File: src/rtl/eco_sweep_pkg.sv
// Shared types and constants for the ECO exhaustive-sweep controller and its signature register.
package eco_sweep_pkg;

  typedef enum logic [1:0] {
    ST_IDLE = 2'd0,
    ST_RUN  = 2'd1,
    ST_DONE = 2'd2
  } state_t;

  localparam int              SIG_W    = 16;
  localparam logic [SIG_W-1:0] SIG_POLY = 16'h1021;
  localparam logic [SIG_W-1:0] SIG_SEED = 16'hFFFF;

  // One MISR shift: left shift, feedback polynomial on the MSB, data folded into bit 0.
  function automatic logic [SIG_W-1:0] misr_step(input logic [SIG_W-1:0] s, input logic d);
    return {s[SIG_W-2:0], 1'b0} ^ (s[SIG_W-1] ? SIG_POLY : {SIG_W{1'b0}}) ^ {{(SIG_W-1){1'b0}}, d};
  endfunction

endpackage

File: src/rtl/eco_sweep_misr.sv
// Multiple-input signature register over the revised netlist output; seeded at sweep start,
// advanced on each accepted sample, held otherwise.
module eco_sweep_misr
  import eco_sweep_pkg::*;
(
  input  logic             clk,
  input  logic             rst,
  input  logic             seed,
  input  logic             en,
  input  logic             din,
  output logic [SIG_W-1:0] sig
);

  logic [SIG_W-1:0] sig_q, sig_d;

  always_comb begin
    sig_d = sig_q;
    if (seed) begin
      sig_d = SIG_SEED;
    end else if (en) begin
      sig_d = misr_step(sig_q, din);
    end
  end

  always_ff @(posedge clk) begin
    if (rst) begin
      sig_q <= '0;
    end else begin
      sig_q <= sig_d;
    end
  end

  assign sig = sig_q;

endmodule

File: src/rtl/eco_sweep_ctrl.sv
// Exhaustive input-pattern sequencer comparing a golden and a revised netlist.
// Optional signature of revised_b is built when SIG_MISR_EN is defined; otherwise sig reads 0.
module eco_sweep_ctrl
  import eco_sweep_pkg::*;
#(
  parameter int IN_W   = 6,
  parameter int SETTLE = 1
) (
  input  logic             clk,
  input  logic             rst,
  input  logic             start,
  input  logic             abort,
  output logic [IN_W-1:0]  pat,
  input  logic             golden_b,
  input  logic             revised_b,
  output logic             busy,
  output logic             done,
  output logic             pass,
  output logic [IN_W:0]    mism_cnt,
  output logic             first_valid,
  output logic [IN_W-1:0]  first_mism,
  output logic [SIG_W-1:0] sig
);

  localparam logic [3:0]      SETTLE_C = 4'(SETTLE);
  localparam logic [IN_W-1:0] PAT_LAST = '1;
  localparam logic [IN_W-1:0] PAT_ONE  = {{(IN_W-1){1'b0}}, 1'b1};
  localparam logic [IN_W:0]   CNT_ONE  = {{IN_W{1'b0}}, 1'b1};

  state_t          state_q, state_d;
  logic [IN_W-1:0] pat_q, pat_d;
  logic [3:0]      settle_q, settle_d;
  logic [IN_W:0]   mism_q, mism_d;
  logic            fv_q, fv_d;
  logic [IN_W-1:0] fm_q, fm_d;
  logic            at_sample;

  assign at_sample = (state_q == ST_RUN) && (settle_q == SETTLE_C);

  always_comb begin
    state_d  = state_q;
    pat_d    = pat_q;
    settle_d = settle_q;
    mism_d   = mism_q;
    fv_d     = fv_q;
    fm_d     = fm_q;
    case (state_q)
      ST_IDLE, ST_DONE: begin
        if (start) begin
          state_d  = ST_RUN;
          pat_d    = '0;
          settle_d = '0;
          mism_d   = '0;
          fv_d     = 1'b0;
          fm_d     = '0;
        end
      end
      ST_RUN: begin
        // Abort outranks both a pending start and a coincident sample.
        if (abort) begin
          state_d = ST_IDLE;
        end else if (!at_sample) begin
          settle_d = settle_q + 4'd1;
        end else begin
          if (golden_b != revised_b) begin
            mism_d = mism_q + CNT_ONE;
            if (!fv_q) begin
              fv_d = 1'b1;
              fm_d = pat_q;
            end
          end
          if (pat_q == PAT_LAST) begin
            state_d = ST_DONE;
          end else begin
            pat_d    = pat_q + PAT_ONE;
            settle_d = '0;
          end
        end
      end
      default: state_d = ST_IDLE;
    endcase
  end

  always_ff @(posedge clk) begin
    if (rst) begin
      state_q  <= ST_IDLE;
      pat_q    <= '0;
      settle_q <= '0;
      mism_q   <= '0;
      fv_q     <= 1'b0;
      fm_q     <= '0;
    end else begin
      state_q  <= state_d;
      pat_q    <= pat_d;
      settle_q <= settle_d;
      mism_q   <= mism_d;
      fv_q     <= fv_d;
      fm_q     <= fm_d;
    end
  end

  assign pat         = pat_q;
  assign busy        = (state_q == ST_RUN);
  assign done        = (state_q == ST_DONE);
  assign pass        = done && (mism_q == '0);
  assign mism_cnt    = mism_q;
  assign first_valid = fv_q;
  assign first_mism  = fm_q;

`ifdef SIG_MISR_EN
  logic sig_seed, sig_en;
  assign sig_seed = start && (state_q != ST_RUN);
  assign sig_en   = at_sample && !abort;

  eco_sweep_misr u_misr (
    .clk  (clk),
    .rst  (rst),
    .seed (sig_seed),
    .en   (sig_en),
    .din  (revised_b),
    .sig  (sig)
  );
`else
  assign sig = '0;
`endif

endmodule
File: config.mk
export PLATFORM = sky130hd
export DESIGN_NAME = eco_sweep_ctrl
export DESIGN_NICKNAME = d
export VERILOG_FILES = /design/src/rtl/eco_sweep_pkg.sv /design/src/rtl/eco_sweep_misr.sv /design/src/rtl/eco_sweep_ctrl.sv
export SDC_FILE = /design/constraint.sdc
export NUM_CORES = 1
export LEC_CHECK = 0
export ABC_AREA = 1
export ABC_CLOCK_PERIOD_IN_PS = 1800
export CORE_UTILIZATION = 40
export DETAILED_ROUTE_END_ITERATION = 7
export GPL_TIMING_DRIVEN = 0
export PLACE_DENSITY_LB_ADDON = 0.08
export SLEW_MARGIN = 0
export SYNTH_ARGS = -nofsm -noshare
export SYNTH_HDL_FRONTEND = slang
export SYNTH_SLANG_ARGS = --single-unit
File: constraint.sdc
create_clock -name clk -period 1.8 [get_ports clk]
set_clock_uncertainty 0.15 [all_clocks]
set_input_delay 0.36 -clock clk [delete_from_list [all_inputs] [get_ports clk]]
set_output_delay 0.36 -clock clk [all_outputs]
set_load 0.05 [all_outputs]
==> flow_summary_export.csv <==
group,metric,value,unit
floorplanning,dieArea,4299,µm²
synth,synth_area_leader_cell,"dfxtp_1",
sta,maxSlewViolCount,0,
final_layout,final_layout_size_suffix_gt1_share,23.71,%
route,vias,1498,
worst_setup_path,r2r-start,"pat[0]",
route,drtIter0Drc,68,
worst_setup_path,cp.arrival,1280,ps
place,place_congestion,0.8135,
final_layout,final_util,56.57,%
synth,syn_inst,241,
worst_setup_path,critPathCaptureType,"output pin",
synth,ys_top_cells_by_count,"nand2_1, nor2_1, dfxtp_1, inv_1, a21oi_1",
synth,syn-mean-instance-area,6.708,µm²
synth,synth-async-reset-ratio,0,%
synth,yosys_warnings,0,
hold_path,hp-start,"rst",
route,first_pass_iters,4,
place,detailed_place_hpwl,2417,µm
sta,clock.fmax,559.4,MHz
sta,finalSetupViolCount,0,
pwr,pwr_density_cell,685.9,nW/µm²
clocking,clockBufferDepth,2,
floorplanning,dieWidth,65.57,µm
route,drc,0,
route,drt_wl_total,3356,µm
synth,synth_top_area_share,32.20,%
final_layout,nets,303,
worst_setup_path,crit_family,"flip-flops",
final_layout,diodes,0,
place,place_ws,-431.5,ps
sta,rsz0062_at_grt,"yes",
clocking,clock_sinks,26,
synth,synth_ff_type,"dfxtp_1",
clocking,clkTransAtPathRegs,100,ps
clocking,cts_inserted_buffers,3,
hold_path,hold_path.class,"input port to flop",
clocking,tritoncts,"built",
floorplanning,fp.dieH,65.57,µm
worst_setup_path,slowest_delay,350,ps
worst_setup_path,crit_slowest_cell,"dfxtp_2",
worst_setup_path,critPathMaxFanout,4,
synth,seq_area_frac_synth,32.20,%
place,portBuffers,27,
clocking,ctsHoldBuffers,0,
global_routing,grt_max_degree,16,
global_routing,grt_overflow,0,
synth,synth_area_leaders,"dfxtp_1, nand2_1, buf_4",
global_routing,grt_pass1_vias,1314,
route,viasPerCell,4.419,
route,antenna_left,0,
job,drv_cap,0,
sta,hold_viol_final,0,
final_layout,areaGrowthSynthToFinish,31.97,%
pwr,peakVddDrop,0.6962,mV
synth,synth_cell_type_count,20,
sta,period_minus_slack,1788,ps
synth,syn-cell-area,1617,µm²
floorplanning,coreArea,3771,µm²
global_routing,grt_pass1_wl,5733,µm
run_status,run_status,"complete, no violations",
floorplanning,ioPinCount,45,
floorplanning,start_util,42.87,%
sta,post-route-period-util,99.31,%
route,wl_per_cell,9.900,µm
clocking,clock-root-buffer,"clkbuf_8",
worst_setup_path,cp.required,1290,ps
worst_setup_path,critPathKind,"flop to output pin",
sta,setup_ws,12.33,ps
synth,synth_seq_cells,26,
worst_setup_path,crit_path_cell_trace,"inv_2, ha_4, nand2_4, nor4_4, buf_6",
clocking,htreeDepth,1,
floorplanning,placementRows,22,
worst_setup_path,crit_path_start_kind,"flop",
synth,yosysMostFrequentCell,"nand2_1",
global_routing,grt_usage,17.10,%
pwr,p_total,1.463,mW
global_routing,grt_antenna_before_repair,0,
worst_setup_path,cp_num_buf_inv,2,
pwr,leakage,1.025,nW
clocking,insertion_delay,270,ps
synth,synth_edf_count,0,
worst_setup_path,crit_start,"mism_cnt[0]",
placed cells by master, fill, tap and decap left out, drive strengths merged:
| cell | instances |
|---|---|
| conb | 16 |
| clkbuf | 8 |
| o21ai | 11 |
| clkdlybuf4s15 | 4 |
| inv | 30 |
| or2 | 2 |
| nor4 | 1 |
| nand3 | 22 |
| buf | 25 |
| a21oi | 21 |
| dfxtp | 26 |
| nand2 | 70 |
| clkdlybuf4s50 | 4 |
| dlygate4sd2 | 13 |
| nand4 | 1 |
| nor2 | 32 |
| ha | 5 |
metrics by stage:
stage	area [µm²]	std cells	TNS, ps	hold slack (ps)
5_1_grt	2133	339	-43.42	232.4
4_1_cts	2135	337	0	230.9
3_3_place_gp	2039	331	-2150	328.2
2_1_floorplan	1709	256	-173.8	332.3
3_5_place_dp	2039	331	-1978	327.6
6_report	2133	339	0	224.9
path summary, 6_finish.rpt:
check	to	slack, ps	cells after the start
setup / recovery	pass	10	5
hold / removal	state_q[0]	220	2
setup reg to reg	settle_q[0]	190	10
hold reg to reg	first_valid	350	2
power by group:
group / switching (mW) / internal [mW] / leakage (nW)
clock network: 0.194 / 0.242 / 0.0339
registers: 0.0229 / 0.600 / 0.215
logic: 0.283 / 0.121 / 0.776
total: 0.500 / 0.963 / 1.02
worst reg2reg max path, stage by stage (launching register included):
cell,delay (ps)
dfxtp_2,410
ha_1,180
nand2_1,80
inv_1,90
nand2_1,80
nor2_4,170
nand2_4,100
nand2_4,80
nand2_2,60
nor2_1,90
nor2_1,40
cells by family after synthesis:
kind of cell    after synthesis  synth area share, %
other cells                   1               0.2320
buf+inv                      49                15.48
simple gates                128                38.31
flops                        26                32.20
fa+ha+maj                     5                3.870
compound gates               32                9.907
registers in the layout, summed over array words and instances (netlist names):
name and count:
mism_cnt 7, settle_q 4, pat 6, state_q 2
first_valid 1, first_mism 6
final cells by class:
cell class | instances | area (µm²)
Timing Repair Buffer | 31 | 270.3
Buffer | 19 | 141.4
Inverter | 30 | 115.1
Clock buffer | 4 | 66.31
Multi-Input combinational cell | 181 | 949.7
Sequential cell | 26 | 530.5
Fill cell | 375 | 1638
Tap cell | 48 | 60.06
timing repair:
| item | in CTS | in global routing |
|---|---|---|
| resized for setup | 53 | 7 |
| pin swaps | 4 | 0 |
| setup endpoints to repair | 23 | 7 |
| buffers inserted | 2 | 2 |
| cloned | 0 | 0 |
per-layer routing:
metal / GRT usage (%) / up-vias / wire, µm
met1: 21.98 / 642 / 1626
met3: 3.299 / 4 / 140
met2: 29.12 / 29 / 1559
met4: 4.076 / 0 / 29
li1: - / 823 / -
met5: 0 / - / 0
No activity file was read; power rests on OpenSTA's default activity.
==> patch, RTL diff (same flow settings) <==
The option `SIG_MISR_EN` is turned on by a define.
--- a/src/rtl/eco_sweep_ctrl.sv
+++ b/src/rtl/eco_sweep_ctrl.sv
@@ -1,5 +1,7 @@
 // Exhaustive input-pattern sequencer comparing a golden and a revised netlist.
 // Optional signature of revised_b is built when SIG_MISR_EN is defined; otherwise sig reads 0.
+`define SIG_MISR_EN
+
 module eco_sweep_ctrl
   import eco_sweep_pkg::*;
 #(
Function: changed (a bounded check fails within 4 cycles, from zero or initial values and one cycle with rst high).
==> patch against the original RTL <==
The run now ends with negative setup slack left; combinational power is 78% higher; register-to-register slack worse by 0.02 ns; fmax is 2.5% lower; total power is 69% higher; sequential share of layout area is 5.0 points higher; final area is 34% higher; setup slack worse by 0.046 ns; routed wire length is 60% higher; worst hold slack better by 0.024 ns; area after synthesis is 37% higher; sequential cell count is 16 higher; critical path depth is 1 lower.
==> patch: results (changes against the original RTL) <==
* Status: complete, but fails checks
* Violated checks: negative setup slack
* Hold Path Class: input port to flip-flop
* Switch share at 36.6% (+2.5 points)
* First-pass GRT wire length at 9130 um (+59%)
* Slowest-stage cell, CP: dfxtp_2
* Largest register FFs at 16 (+9)
* CTS root buf: clkbuf_8
* Num CTS Buffers at 5 (+2)
* Clk pwr at 689 uW (+58%)
* # port buffers at 43 (+59%)
* Cell count of the worst hold path at 2 (unchanged)
* Post-layout instance count excluding filler cells at 473 (+40%)
* Detailed placement HPWL at 3950 um (+63%)
* Internal Pwr Total at 1.56 mW (+62%)
* Peak supply drop at 572 uV (-18%)
* Synth Flop Type: dfxtp_1
* Worst Setup Slack post-DPL at -0.474 ns (-0.0421 ns)
* Critical Path AT at 1.32 ns (+0.04 ns)
* Mapped Nets at 361
* Final nets at 413 (+36%)
* Setup crit start: state_q[0]
* R2R depth at 9 (-1)
* Antenna diodes at 0 (unchanged)
* Routed WL per cell at 11.4 um (+15%)
* Synth top cells by count: nand2_1 (99), nor2_1 (64), inv_1 (47), dfxtp_1 (42), nand3_1 (17)
* # fillers at 545 (+45%)
* Placed insts at 463 (+40%)
* Largest net degree at the start of global routing at 14 (-2)
* CP max FO at 6 (+2)
* Reg2reg start: settle_q[1]
* Cell Area, Placed at 0.00275 mm^2 (+35%)
* Global Route Usage Sum at 19.5% (+2.4 points)
* Vias per cell at 4.70 (+6.3%)
* Final WS setup at -0.0337 ns (-0.0461 ns)
* Multi-input logic area at 0.00119 mm^2 (+26%)
* Post-synthesis cell type count at 25 (+25%)
* Final setup fails at 1 (+1)
* Synth Area per Inst at 6.32 um^2 (-5.8%)
* Iter 0 DRT Violations at 52 (-24%)
* Pleak at 1.40 nW (+36%)
* Max H-tree Level at 2 (+1)
* Buffer depth of the longest clock path at 2 (unchanged)
* CP peak stage delay at 0.36 ns
* Register area share after synthesis at 38.0% (+5.8 points)
* GPL Wtd Cong at 0.820 (+0.77%)
* Hold Startpoint: rst
* Worst-skew pair later-pin latency at 0.30 ns (+0.03 ns)
* Setup tns final at -0.0337 ns (-0.0337 ns)
* Ranking of synthesized cells by area: dfxtp_1 (38%), nand2_1 (17%), nor2_1 (11%)
* Clk slew on worst S/H paths at 0.08 ns (-0.02 ns)
* Logic pwr share at 29.0% (+1.4 points)
* Vias in the first global route at 1977 (+50%)
* Async S/R FF share, synth at 0% (unchanged)
* Drt pass-1 iters at 4 (unchanged)
* Worst slew margin at 65.7%
* Layout cell share with drive strength beyond 1 at 13.6% (-10 points)
* Ys Warns at 0 (unchanged)
==> patch: changes by cell type in the layout (fill, tap and decap cells not counted), sizes merged, moves of 4 or more <==
cell         before  now
a21oi            21   13
buf              25   10
clkbuf            8   18
conb             16    0
dfxtp            26   42
dlygate4sd2      13   26
inv              30   49
nand2            70  102
nand4             1    6
nor2             32   68
nor3              0   13
o21ai            11   15
o21bai            0    5
==> patch: logic make-up (layout without fill, tap and decap cells) <==
group / Yosys count / after routing / share of synthesized area, %
AND/OR/NAND/NOR: 210 / 210 / 39.8
buffers and inverters: 59 / 112 / 10.7
flip-flops: 42 / 42 / 38.0
AO/OA/AOI/OAI: 33 / 33 / 8.20
adder cells (fa/ha/maj): 5 / 5 / 2.83
XOR/XNOR: 1 / 1 / 0.396
==> patch: cell type report <==
class,count,share of cell area [%]
clock buffers,7,3.40
inverters,49,6.50
plain buffers,10,1.92
repair buffers,45,13.3
well taps,70,3.06
flip-flops and latches,42,29.9
multi-input cells,249,41.6
clock inverters,1,0.262
==> patch: what timing repair did <==
item                                    in CTS  in global routing
pin swaps                                    2                  1
setup buffers                                0                  2
hold endpoints to repair                     0                  0
gates resized for setup                     62                 29
endpoints found under the setup margin      44                 30
==> patch: critical path, delay by kind of cell, from the launching register on <==
kind          cells  cell delay (ns)
buf+inv           2             0.30
flops             1             0.36
simple gates      2             0.37
==> patch: final timing paths <==
kind	end	slack, ns
setup / recovery	pass	-0.03
hold / removal	first_valid	0.25
setup reg to reg	u_misr.sig[0]	0.17
hold reg to reg	first_valid	0.35
==> patch: routing by layer <==
layer	wire length, um	track usage [%]	vias to the layer above
met5	0	0	-
li1	-	-	1191
met2	2320	31.5	50
met3	242	4.67	7
met4	97	7.12	0
met1	2730	25.0	973
